<file path="config.mk">
export PLATFORM = sky130hd
export DESIGN_NAME = data_mem_arbiter
export DESIGN_NICKNAME = d
export VERILOG_FILES = /design/src/rtl/data_mem_arbiter.sv
export SDC_FILE = /design/constraint.sdc
export NUM_CORES = 1
export LEC_CHECK = 0
export ABC_AREA = 1
export CORE_ASPECT_RATIO = 1.1
export CORE_MARGIN = 5
export CORE_UTILIZATION = 24
export DETAILED_ROUTE_END_ITERATION = 6
export HOLD_SLACK_MARGIN = 0.05
export PLACE_DENSITY = 0.82
export SYNTH_ARGS = -nofsm -noshare
export SYNTH_HDL_FRONTEND = slang
export SYNTH_SLANG_ARGS = --single-unit
export TNS_END_PERCENT = 50
</file>
<file path="constraint.sdc">
create_clock -name clk -period 1.5 [get_ports clk]
set_input_delay 0.15 -clock clk [delete_from_list [all_inputs] [get_ports clk]]
set_output_delay 0.15 -clock clk [all_outputs]
set_load 0.01 [all_outputs]
</file>
<file path="src/rtl/data_mem_arbiter.sv">
// Two-requester front end for a single-read/single-write-port data memory.
// Read and write ports are round-robin arbitrated independently; read data returns one cycle after grant.
module data_mem_arbiter #(
  parameter int DATA_WIDTH = 16,
  parameter int ADDR_WIDTH = 8
) (
  input  logic                  clk,
  input  logic                  reset,
  input  logic                  req0_valid,
  input  logic                  req0_we,
  input  logic [ADDR_WIDTH-1:0] req0_addr,
  input  logic [DATA_WIDTH-1:0] req0_wdata,
  output logic                  req0_ready,
  input  logic                  req1_valid,
  input  logic                  req1_we,
  input  logic [ADDR_WIDTH-1:0] req1_addr,
  input  logic [DATA_WIDTH-1:0] req1_wdata,
  output logic                  req1_ready,
  output logic                  rd0_valid,
  output logic [DATA_WIDTH-1:0] rd0_data,
  output logic                  rd1_valid,
  output logic [DATA_WIDTH-1:0] rd1_data,
  output logic [ADDR_WIDTH-1:0] mem_addr_r,
  output logic [ADDR_WIDTH-1:0] mem_addr_w,
  output logic [DATA_WIDTH-1:0] mem_data_in,
  output logic                  mem_we,
  input  logic [DATA_WIDTH-1:0] mem_data_out
);

  logic rd_ptr_q, rd_ptr_d;
  logic wr_ptr_q, wr_ptr_d;
  logic rvalid_q, rvalid_d;
  logic owner_q, owner_d;

  logic rreq0, rreq1, wreq0, wreq1;
  logic rgnt, wgnt, rwin, wwin;

  always_ff @(posedge clk or posedge reset) begin
    if (reset) begin
      rd_ptr_q <= 1'b1;
      wr_ptr_q <= 1'b1;
      rvalid_q <= 1'b0;
      owner_q  <= 1'b0;
    end else begin
      rd_ptr_q <= rd_ptr_d;
      wr_ptr_q <= wr_ptr_d;
      rvalid_q <= rvalid_d;
      owner_q  <= owner_d;
    end
  end

  // Pointer names the last winner, so on contention the other index wins.
  always_comb begin
    rreq0 = ~reset & req0_valid & ~req0_we;
    rreq1 = ~reset & req1_valid & ~req1_we;
    wreq0 = ~reset & req0_valid & req0_we;
    wreq1 = ~reset & req1_valid & req1_we;
    rgnt  = rreq0 | rreq1;
    wgnt  = wreq0 | wreq1;
    rwin  = (rreq0 & rreq1) ? ~rd_ptr_q : rreq1;
    wwin  = (wreq0 & wreq1) ? ~wr_ptr_q : wreq1;
    rd_ptr_d = rgnt ? rwin : rd_ptr_q;
    wr_ptr_d = wgnt ? wwin : wr_ptr_q;
    rvalid_d = rgnt;
    owner_d  = rgnt ? rwin : owner_q;
  end

  always_comb begin
    req0_ready  = (rgnt & ~rwin) | (wgnt & ~wwin);
    req1_ready  = (rgnt & rwin) | (wgnt & wwin);
    mem_addr_r  = rwin ? req1_addr : req0_addr;
    mem_we      = wgnt;
    mem_addr_w  = wwin ? req1_addr : req0_addr;
    mem_data_in = wwin ? req1_wdata : req0_wdata;
    rd0_valid   = ~reset & rvalid_q & ~owner_q;
    rd1_valid   = ~reset & rvalid_q & owner_q;
    rd0_data    = mem_data_out;
    rd1_data    = mem_data_out;
  end

endmodule

</file>
# After elaboration in Yosys (flattened, before gate mapping)

Cells that the tools add are included.

Multiplexer cells: 5
Bitwise logic cells: 27

Operators by type and width:

| operator    | count |
|---|---|
| $mux 16     | 1 |
| $mux 8      | 2 |
| $and 1x1->1 | 15 |
| $not 1->1   | 8 |
| $or 1x1->1  | 4 |
| $mux 1      | 2 |

Register bits: 4
Bits of input ports: 70
Output and inout port bits: 69
Word-level logic and storage cells: 36

# Logic depth before layout (Yosys ltp)

Gate-level depths: netlist of run 1.

Word-level depth: 8
Mapped depth: 7
Mapped depth without buffers: 6

# Worst setup path before layout of run 1

No wires, ideal clock.

Path type: register -> output
Start: reg wr_ptr_q
End: out mem_data_in[10]
Arrival time: 1.133 ns
Required time: 1.350 ns
Path slack: 0.217 ns
Stages on the path, launching flop included: 6
Buffers on the path: 1
Path through: dfstp_2 > nand4_2 > nand2_2 > buf_6 > nand2_1 > nand2_1

Word-level cells in the longest chain between the ends: 3

Ends and longest elaborated chain:

| item                   | RTL line | text |
|---|---|---|
| start, declared        | 31       | `logic wr_ptr_q, wr_ptr_d;` |
| start signal, assigned | 46       | `wr_ptr_q <= wr_ptr_d;` |
| $not 1->1              | 61       | `wwin = (wreq0 & wreq1) ? ~wr_ptr_q : wreq1;` |
| $mux 1                 | 61       |  |
| $mux 16                | 74       | `mem_data_in = wwin ? req1_wdata : req0_wdata;` |
| end, declared          | 25       | `output logic [DATA_WIDTH-1:0] mem_data_in,` |

No other way between the ends.

# Worst setup path after layout of run 1

Start: reg wr_ptr_q
End: out mem_data_in[4]

Same word-level chain as after synthesis.

==> results of run 1 <==
==> cell type report <==
type                    instances  area share (%)
multi-input cells             117            32.9
well taps                      52            3.43
repair buffers                114            54.7
clock buffers                   4            2.37
inverters                       6            1.19
flip-flops and latches          4            5.40
==> state kept, by name (all words and copies together), names as in the netlist <==
name / cells
rd_ptr_q: 1
wr_ptr_q: 1
rvalid_q: 1
owner_q: 1
==> synthesized netlist by cell type (all sizes together) <==
| cell | n |
|---|---|
| nand2 | 73 |
| buf | 38 |
| nand3 | 34 |
| inv | 6 |
| o21ai | 4 |
| dfrtp | 2 |
| dfstp | 2 |
| nand4 | 2 |
| nor2 | 2 |
| and3 | 1 |
| clkbuf | 1 |
| nor3 | 1 |
==> through the flow <==
stage	total power [mW]	std cells	setup TNS, ns	cell area, um2	utilization (%)
2_1_floorplan	0.409	166	0	947	-
3_3_place_gp	0.675	286	-16.70	1800	46.2
3_5_place_dp	0.681	286	-17.52	1800	46.2
4_1_cts	0.910	299	-1.50	1860	47.6
5_1_grt	0.978	297	-1.85	1900	48.7
6_report	0.920	297	-0.256	1900	48.7
==> kinds of logic (layout without fill, tap and decap cells) <==
kind of cell | after synthesis | in the layout
buffers and inverters | 45 | 124
flip-flops | 4 | 4
AND/OR/NAND/NOR | 113 | 113
AO/OA/AOI/OAI | 4 | 4
==> power by group through the flow <==
stage | clock network, mW | logic (mW) | registers (mW)
after global routing | 0.258 | 0.564 | 0.156
after CTS | 0.253 | 0.505 | 0.152
after global placement | 0 | 0.525 | 0.150
after detailed placement | 0 | 0.530 | 0.150
final | 0.246 | 0.520 | 0.154
after floorplan | 0 | 0.262 | 0.148
==> worst max path at each step <==
stage	startpoint	endpoint	slack, ns	depth (start not counted)
floorplan	wr_ptr_q	mem_data_in[10]	0.22	5
finish	wr_ptr_q	mem_data_in[4]	-0.03	6
global route	wr_ptr_q	mem_data_in[4]	-0.09	6
detailed placement	reset	req1_ready	-0.52	8
global placement	reset	req1_ready	-0.49	8
CTS	rd_ptr_q	mem_addr_r[1]	-0.12	5
==> worst register-to-register path: cells and delay by family (launching register included) <==
family / cells / cell delay [ns]
AO/OA/AOI/OAI: 1 / 0.08
buffers and inverters: 2 / 0.28
flip-flops: 1 / 0.54
AND/OR/NAND/NOR: 1 / 0.10
==> per-layer routing <==
layer / wire (um) / share of wire (%) / vias up / GRT usage, %
li1: - / - / 661 / -
met1: 1520 / 38 / 557 / 14.3
met2: 2170 / 54 / 65 / 27.3
met3: 275 / 6.8 / 12 / 3.03
met4: 72 / 1.8 / 0 / 5.32
met5: 0 / 0 / - / 0
==> repair_timing <==
action,4_1_cts,5_1_grt
setup buffers,8,0
endpoints found under the setup margin,37,35
pin swaps,4,5
cloned,2,0
resized for setup,159,23
==> out/qor.yml, run 1 <==
drive_gt1_share_pct: 36.7
power_frac_comb_pct: 56.5
max_stage_delay_ns: 0.54
synthToLayoutAreaGrowth_pct: 101
final_cell_mix: "55 x nand2_1, 48 x clkdlybuf4s50_1, 31 x nand3_1, 29 x buf_2, 14 x buf_4"
fmax_mhz: 655
clkTransAtPathRegs_ns: 0.03
drv_cap: 0
swShare_pct: 33.2
drt_first_pass_iters: 4
pin_count: 139
p_per_area_nw_per_um2: 484
maxSlewHeadroom_pct: 80.3
multiInputGateArea_um2: 626
synthCells: 166
critPathRequiredTime_ns: 1.35
cp.arrival_ns: 1.38
layout.nets: 316
p_sw_mw: 0.305
syn_area_um2: 947
leakagePower_nw: 0.986
cp-start-kind: "flop"
yosys.area_share.simple_pct: 54.2
finalCritPeriodShare_pct: 102
antenna_found_initial: 0
finalHoldViolations: 0
design.core.area_um2: 3900
gp_congestion: 0.768
drt-initial-drc-count: 35
min_period_ns: 1.53
fillCellCount: 399
cp_cell_sequence: "nand4_4 -> nand2_4 -> buf_12 -> nand2_1 -> nand2_1 -> buf_2"
grt_max_degree: 15
skew_ns: 0.00104
synth_fp_nets: 236
cp_top_family: "flip-flops"
whs_ns: 0.248
violations: "negative setup slack"
synth_top_area_share_pct: 28.1
path_common_cell: "nand2_1"
diodes: 0
place_hpwl_um: 2910
seq_area_um2: 103
die_h_um: 75.9
die_area_um2: 5300
ys_types: 17
ys_seq_area_share_pct: 10.8
dr_total_vias: 1295
clockPowerShare_pct: 26.8
hp-class: "in -> async"
overflow: 0
crit_path_end_kind: "output port"
worstMarginPinSlew_ns: 0.296
drc_errors: 0
drv_slew: 0
rsz0062_at_grt: "true"
cpMaxStageDelayCell: "dfstp_2"
critPathKind: "reg -> out"
r2r_setup_slack_ns: 0.42
synth_fa_ha_area_share_pct: 0
synth_top_family_by_area: "simple AND/OR/NAND/NOR gates"
synthMuxAreaShare_pct: 0
internal-power_mw: 0.615
final_common_cell: "nand2_1"
cts_tree: "built"
grt_pass1_wl_um: 5900
root_buffer: "clkbuf_8"
synth_area_leader_cell: "nand2_1"
routedWlPerCell_um: 13.6
reg2reg_to: "wr_ptr_q"
via_per_inst: 4.36
synth.ff_latch_count: 4
cts_buffers: 3
status: "complete, but fails checks"
rows: 24
port_buffers: 90
track_usage_pct: 13.7
r2r_cells: 4
clock_sink_count: 4
finalWorstSetupSlack_ns: -0.0266
synthXorXnorAreaFrac_pct: 0
synth_compound_area_share_pct: 2.11
dieWidth_um: 69.9
p_seq_share_pct: 16.7
cp_num_buf_inv: 2
critPathMaxFanout: 11
clock_latency_ns: 0.22
worst_ir_drop_vdd_v: 0.000445
postCtsHoldBufs: 0
r2r-start: "wr_ptr_q"
ys.warnings.count: 0
setup_viol: 21
ys_top_cells_by_area: "nand2_1 28%, buf_4 26%, nand3_1 18%"
start_util_pct: 24.3
cts_max_level: 1
grt_pass1_vias: 1299
avgSynthCellArea_um2: 5.71
cts_buffer_depth: 2
ant_nets: 0
routed_wl_um: 4040
place_ws_ns: -0.515
Note: power is estimated with default switching activity, not from simulation.
==> run 2, diff against run 1 <==
HOLD_SLACK_MARGIN = not set   (was 0.05)
clock period = 1.7 ns   (was 1.5 ns; I/O delays follow)
==> out/qor.yml, run 2 (synthesis results as in run 1) <==
antenna_found_initial: 0  # unchanged
worstMarginPinSlew_ns: 0.267  # was 0.296 ns
fillCellCount: 422  # was 399
min_period_ns: 1.64
finalCritPeriodShare_pct: 96.6
grt_max_degree: 16  # was 15
use_met1_pct: 13.5  # was 14.3%
r2r_cells: 4  # unchanged
design.core.area_um2: 3900  # unchanged
overflow: 0  # unchanged
internal-power_mw: 0.537  # was 0.615 mW
status: "complete, no violations"  # was complete, but fails checks
routedWlPerCell_um: 12.8  # was 13.6 um
r2r_setup_slack_ns: 0.63  # was 0.42 ns
cp_cell_sequence: "dlygate4sd2_1 -> inv_2 -> buf_4 -> buf_4 -> nand4_4 -> nand2_4 -> buf_12 -> nand2_1 -> nand2_1 -> clkdlybuf4s15_1"  # was nand4_4 -> nand2_4 -> buf_12 -> nand2_1 -> nand2_1 -> buf_2
cp_top_family: "buffers and inverters"  # was flip-flops
leakagePower_nw: 0.976  # was 0.986 nW
cpMaxStageDelayCell: "dlygate4sd2_1"  # was dfstp_2
via_per_inst: 4.44  # was 4.36
crit_path_end_kind: "output port"  # unchanged
use_met2_pct: 25.5  # was 27.3%
drt_first_pass_iters: 4  # unchanged
cts_buffers: 3  # unchanged
r2r-start: "rd_ptr_q"  # was wr_ptr_q
drt-initial-drc-count: 42  # was 35
hp-class: "in -> async"  # unchanged
placed_cells: 286  # unchanged
worst_ir_drop_vdd_v: 0.000382  # was 0.000445 V
skew_ns: 0.00152  # was 0.00104 ns
grt_util_met3_pct: 3.69  # was 3.03%
stdcell_area_um2: 1880  # was 1900 um2
place_hpwl_um: 3040  # was 2910 um
max_stage_delay_ns: 0.26  # was 0.54 ns
fmax_mhz: 609
dieWidth_um: 69.9  # unchanged
critPathRequiredTime_ns: 1.53  # was 1.35 ns
place_area_um2: 1800  # unchanged
postCtsHoldBufs: 0  # unchanged
drc_errors: 0  # unchanged
grt_pass1_vias: 1306  # was 1299
busiest_layer: "met2"  # unchanged
clkTransAtPathRegs_ns: 0.03  # about the same
drv_slew: 0  # unchanged
setup_tns_ns: 0  # was -0.256 ns
critPathMaxFanout: 11  # unchanged
final_util_pct: 48.1  # was 48.7%
layout.nets: 317  # was 316
routed_wl_um: 3800  # was 4040 um
drv_cap: 0  # unchanged
setup_viol: 0  # was 21
cp-start-kind: "input port"  # was flop
maxSlewHeadroom_pct: 82.0  # was 80.3%
ant_nets: 0  # unchanged
p_sw_mw: 0.246  # was 0.305 mW
cp.arrival_ns: 1.47  # was 1.38 ns
final_cells: 298  # was 297
whs_ns: 0.250  # was 0.248 ns
reg2reg_to: "rd_ptr_q"  # was wr_ptr_q
cts_buffer_depth: 2  # unchanged
p_per_area_nw_per_um2: 418  # was 484 nW/um2
swShare_pct: 31.4  # was 33.2%
gp_congestion: 0.765  # was 0.768
final_cell_mix: "70 x nand2_1, 50 x clkdlybuf4s50_1, 34 x nand3_1, 17 x buf_4, 14 x clkbuf_2"  # was 55 x nand2_1, 48 x clkdlybuf4s50_1, 31 x nand3_1, 29 x buf_2, 14 x buf_4
clock_latency_ns: 0.22  # about the same
drive_gt1_share_pct: 23.2  # was 36.7%
clockPowerShare_pct: 26.7  # was 26.8%
track_usage_pct: 13.0  # was 13.7%
root_buffer: "clkbuf_8"  # unchanged
p_seq_share_pct: 17.1  # was 16.7%
die_area_um2: 5300  # unchanged
clock_sink_count: 4  # unchanged
final_common_cell: "nand2_1"  # unchanged
grt_pass1_wl_um: 5690  # was 5900 um
port_buffers: 90  # unchanged
critPathKind: "in -> out"  # was reg -> out
rows: 24  # unchanged
cts_tree: "built"  # unchanged
cts_max_level: 1  # unchanged
power_frac_comb_pct: 56.2  # was 56.5%
synthToLayoutAreaGrowth_pct: 98.2  # was 101%
dr_total_vias: 1323  # was 1295
cp_num_buf_inv: 6  # was 2
pin_count: 139  # unchanged
finalHoldViolations: 0  # unchanged
die_h_um: 75.9  # unchanged
diodes: 0  # unchanged
start_util_pct: 24.3  # unchanged
-- run 2: cell count changes in the layout (fill, tap and decap cells not counted), moves of 6 or more --
| cell | before | now |
|---|---|---|
| buf_2 | 29 | 1 |
| nand2_1 | 55 | 70 |
| clkbuf_2 | 0 | 14 |
| nand2_2 | 13 | 1 |
| clkdlybuf4s15_1 | 0 | 9 |
| buf_6 | 9 | 3 |
| dlygate4sd2_1 | 7 | 13 |
-- run 2: metrics by stage --
step / power, mW / setup slack [ns]
final: 0.784 / 0.0570
after global routing: 0.835 / -0.00651
after CTS: 0.793 / 0.00760
after detailed placement: 0.602 / -0.371
after global placement: 0.596 / -0.332
after floorplan: 0.361 / 0.397
-- run 2: metal layers --
metal	routed length, um	part of all wire (%)	vias up
met5	0	0	-
met4	50	1.3	0
met3	335	8.8	10
met2	2060	54	65
met1	1360	36	589
li1	-	-	659
-- run 2: timing repair --
item                                    CTS  global route
resized for setup                        54            38
buffers inserted                          5             3
gates cloned                              1             0
endpoints found under the setup margin   36            34
pin swaps                                 1             4
-- run 2: how the worst max path moves through the flow --
stage,start,to,cells after the start
floorplan,wr_ptr_q,mem_data_in[10],5
detailed placement,reset,req1_ready,8
finish,reset,mem_addr_w[2],10
CTS,req0_we,req0_ready,8
global placement,reset,req1_ready,8
global route,reset,mem_data_in[2],10
-- run 2: power by group through the flow --
| stage | combinational, mW | clock (mW) | sequential (mW) |
|---|---|---|---|
| CTS | 0.446 | 0.213 | 0.134 |
| finish | 0.441 | 0.209 | 0.134 |
| detailed placement | 0.469 | 0 | 0.133 |
| floorplan | 0.231 | 0 | 0.130 |
| global placement | 0.463 | 0 | 0.132 |
| global route | 0.479 | 0.220 | 0.136 |
-- run 2: worst reg2reg max path: cells and delay by family (launching register included) --
| kind | cells | cell delay, ns |
|---|---|---|
| AND/OR/NAND/NOR | 1 | 0.13 |
| AO/OA/AOI/OAI | 1 | 0.09 |
| flip-flops | 1 | 0.52 |
| buffers and inverters | 2 | 0.26 |
-- run 2: cell type report --
type / count / area, um2 / area share (%)
tap: 52 / 65.1 / 3.47
timing repair buffer: 115 / 1090 / 58.0
inverter: 6 / 22.5 / 1.20
multi-input combinational: 117 / 553 / 29.5
clock buffer: 4 / 45.0 / 2.40
sequential: 4 / 103 / 5.47
==> run 3, diff against run 2 <==
--- a/config.mk
+++ b/config.mk
@@ -12,3 +12,5 @@
 export DETAILED_ROUTE_END_ITERATION = 6
+export MAX_ROUTING_LAYER = met4
 export PLACE_DENSITY = 0.82
+export REMOVE_ABC_BUFFERS = 1
 export SYNTH_ARGS = -nofsm -noshare
--- a/constraint.sdc
+++ b/constraint.sdc
@@ -3,2 +3,2 @@
 set_output_delay 0.17 -clock clk [all_outputs]
-set_load 0.01 [all_outputs]
+set_load 0.05 [all_outputs]
==> out/qor.yml, run 3 (synthesis results as in run 1) <==
critPathKind: "reg -> out"  # was in -> out
final_common_cell: "nand2_1"  # unchanged
fmax_mhz: 608  # was 609 MHz
dieWidth_um: 69.9  # unchanged
port_buffers: 90  # unchanged
layout.nets: 314  # was 317
pin_count: 139  # unchanged
clock_latency_ns: 0.22  # about the same
crit_path_end_kind: "output port"  # unchanged
setup_viol: 0  # unchanged
cp.arrival_ns: 1.48  # was 1.47 ns
cts_tree: "built"  # unchanged
finalCritPeriodShare_pct: 96.8  # was 96.6%
rows: 24  # unchanged
p_per_area_nw_per_um2: 526  # was 418 nW/um2
antenna_found_initial: 0  # unchanged
ant_nets: 0  # unchanged
track_usage_pct: 15.8  # was 13.0%
postCtsHoldBufs: 0  # unchanged
place_hpwl_um: 3720  # was 3040 um
clock_sink_count: 4  # unchanged
via_per_inst: 4.61  # was 4.44
drv_slew: 0  # unchanged
cts_max_level: 1  # unchanged
clkTransAtPathRegs_ns: 0.03  # about the same
drc_errors: 0  # unchanged
finalHoldViolations: 0  # unchanged
skew_ns: 0.00557  # was 0.00152 ns
worst_ir_drop_vdd_v: 0.000746  # was 0.000382 V
r2r_setup_slack_ns: 0.58  # was 0.63 ns
diodes: 0  # unchanged
drv_cap: 0  # unchanged
critPathMaxFanout: 10  # was 11
min_period_ns: 1.65  # was 1.64 ns
cts_buffer_depth: 2  # unchanged
fillCellCount: 349  # was 422
maxSlewHeadroom_pct: 77.2  # was 82.0%
r2r-start: "wr_ptr_q"  # was rd_ptr_q
grt_max_degree: 22  # was 16
setup_tns_ns: 0  # unchanged
r2r_cells: 4  # unchanged
critPathRequiredTime_ns: 1.53  # about the same
start_util_pct: 24.3  # unchanged
gp_congestion: 0.754  # was 0.765
routed_wl_um: 4600  # was 3800 um
whs_ns: 0.147  # was 0.250 ns
design.core.area_um2: 3900  # unchanged
cp-start-kind: "flop"  # was input port
root_buffer: "clkbuf_8"  # unchanged
overflow: 0  # unchanged
grt_pass1_vias: 1299  # was 1306
reg2reg_to: "wr_ptr_q"  # was rd_ptr_q
die_area_um2: 5300  # unchanged
hp-class: "in -> async"  # unchanged
finalWorstSetupSlack_ns: 0.0541  # was 0.0570 ns
drive_gt1_share_pct: 34.7  # was 23.2%
place_ws_ns: -0.0228  # was -0.371 ns
leakagePower_nw: 1.14  # was 0.976 nW
drt_first_pass_iters: 5  # was 4
synthToLayoutAreaGrowth_pct: 141  # was 98.2%
status: "complete, no violations"  # unchanged
final_cell_mix: "59 x nand2_1, 48 x clkdlybuf4s50_1, 37 x buf_12, 34 x nand3_1, 19 x buf_4"  # was 70 x nand2_1, 50 x clkdlybuf4s50_1, 34 x nand3_1, 17 x buf_4, 14 x clkbuf_2
grt_pass1_wl_um: 6470  # was 5690 um
routedWlPerCell_um: 15.7  # was 12.8 um
drt-initial-drc-count: 38  # was 42
dr_total_vias: 1356  # was 1323
worstMarginPinSlew_ns: 0.340  # was 0.267 ns
cts_buffers: 3  # unchanged
die_h_um: 75.9  # unchanged
final_cells: 294  # was 298
placed_cells: 286  # unchanged
==> run 3: critical path, cell delays in order, from the launching register on <==
cell	delay, ns
dfstp_2	0.55
nand4_4	0.12
nand2_4	0.13
clkbuf_16	0.16
nand2_1	0.05
nand2_1	0.10
buf_12	0.14
==> run 3: per-layer routing <==
metal	vias to the layer above	part of all wire [%]	wire length (um)	GRT usage, %
li1	650	-	-	-
met1	610	38	1750	17.1
met2	90	49	2240	26.1
met3	6	12	539	8.58
met4	0	1.4	66	3.40
met5	-	0	0	-
==> run 3: cell type report <==
cell class / instances / area (um2) / area share (%)
timing repair buffer: 112 / 1470 / 64.6
multi-input combinational: 117 / 577 / 25.3
sequential: 4 / 103 / 4.50
tap: 52 / 65.1 / 2.85
clock buffer: 3 / 41.3 / 1.81
inverter: 6 / 22.5 / 0.987
==> run 3: where the power goes <==
group / internal [mW] / switching, mW / leakage [nW]
Sequential: 0.122 / 0.0144 / 0.0456
Combinational: 0.428 / 0.432 / 1.07
Clock: 0.151 / 0.0526 / 0.0216
==> run 3: how the worst max path moves through the flow <==
stage / to / cells past startpoint / slack, ns / from
2_1_floorplan: req0_ready / 5 / -0.54 / reset
3_3_place_gp: req0_ready / 8 / -0.02 / reset
3_5_place_dp: req0_ready / 8 / -0.02 / reset
4_1_cts: mem_data_in[8] / 8 / 0.002 / reset
5_1_grt: mem_addr_w[6] / 6 / -0.01 / wr_ptr_q
6_report: mem_addr_w[6] / 6 / 0.05 / wr_ptr_q
==> run 3: timing repair <==
item,in CTS,in global routing
resized for setup,4,19
endpoints found under the setup margin,10,34
gates cloned,0,1
setup buffers,2,2
pin swaps,0,4
endpoints found under the hold margin,0,0
==> run 3: per-stage QoR <==
step	cell area, um2	total power [mW]	utilization, %
after floorplan	658	0.476	-
after global placement	2120	0.959	54.4
after detailed placement	2120	0.971	54.4
after CTS	2180	1.18	56.0
after global routing	2280	1.25	58.5
final	2280	1.20	58.5
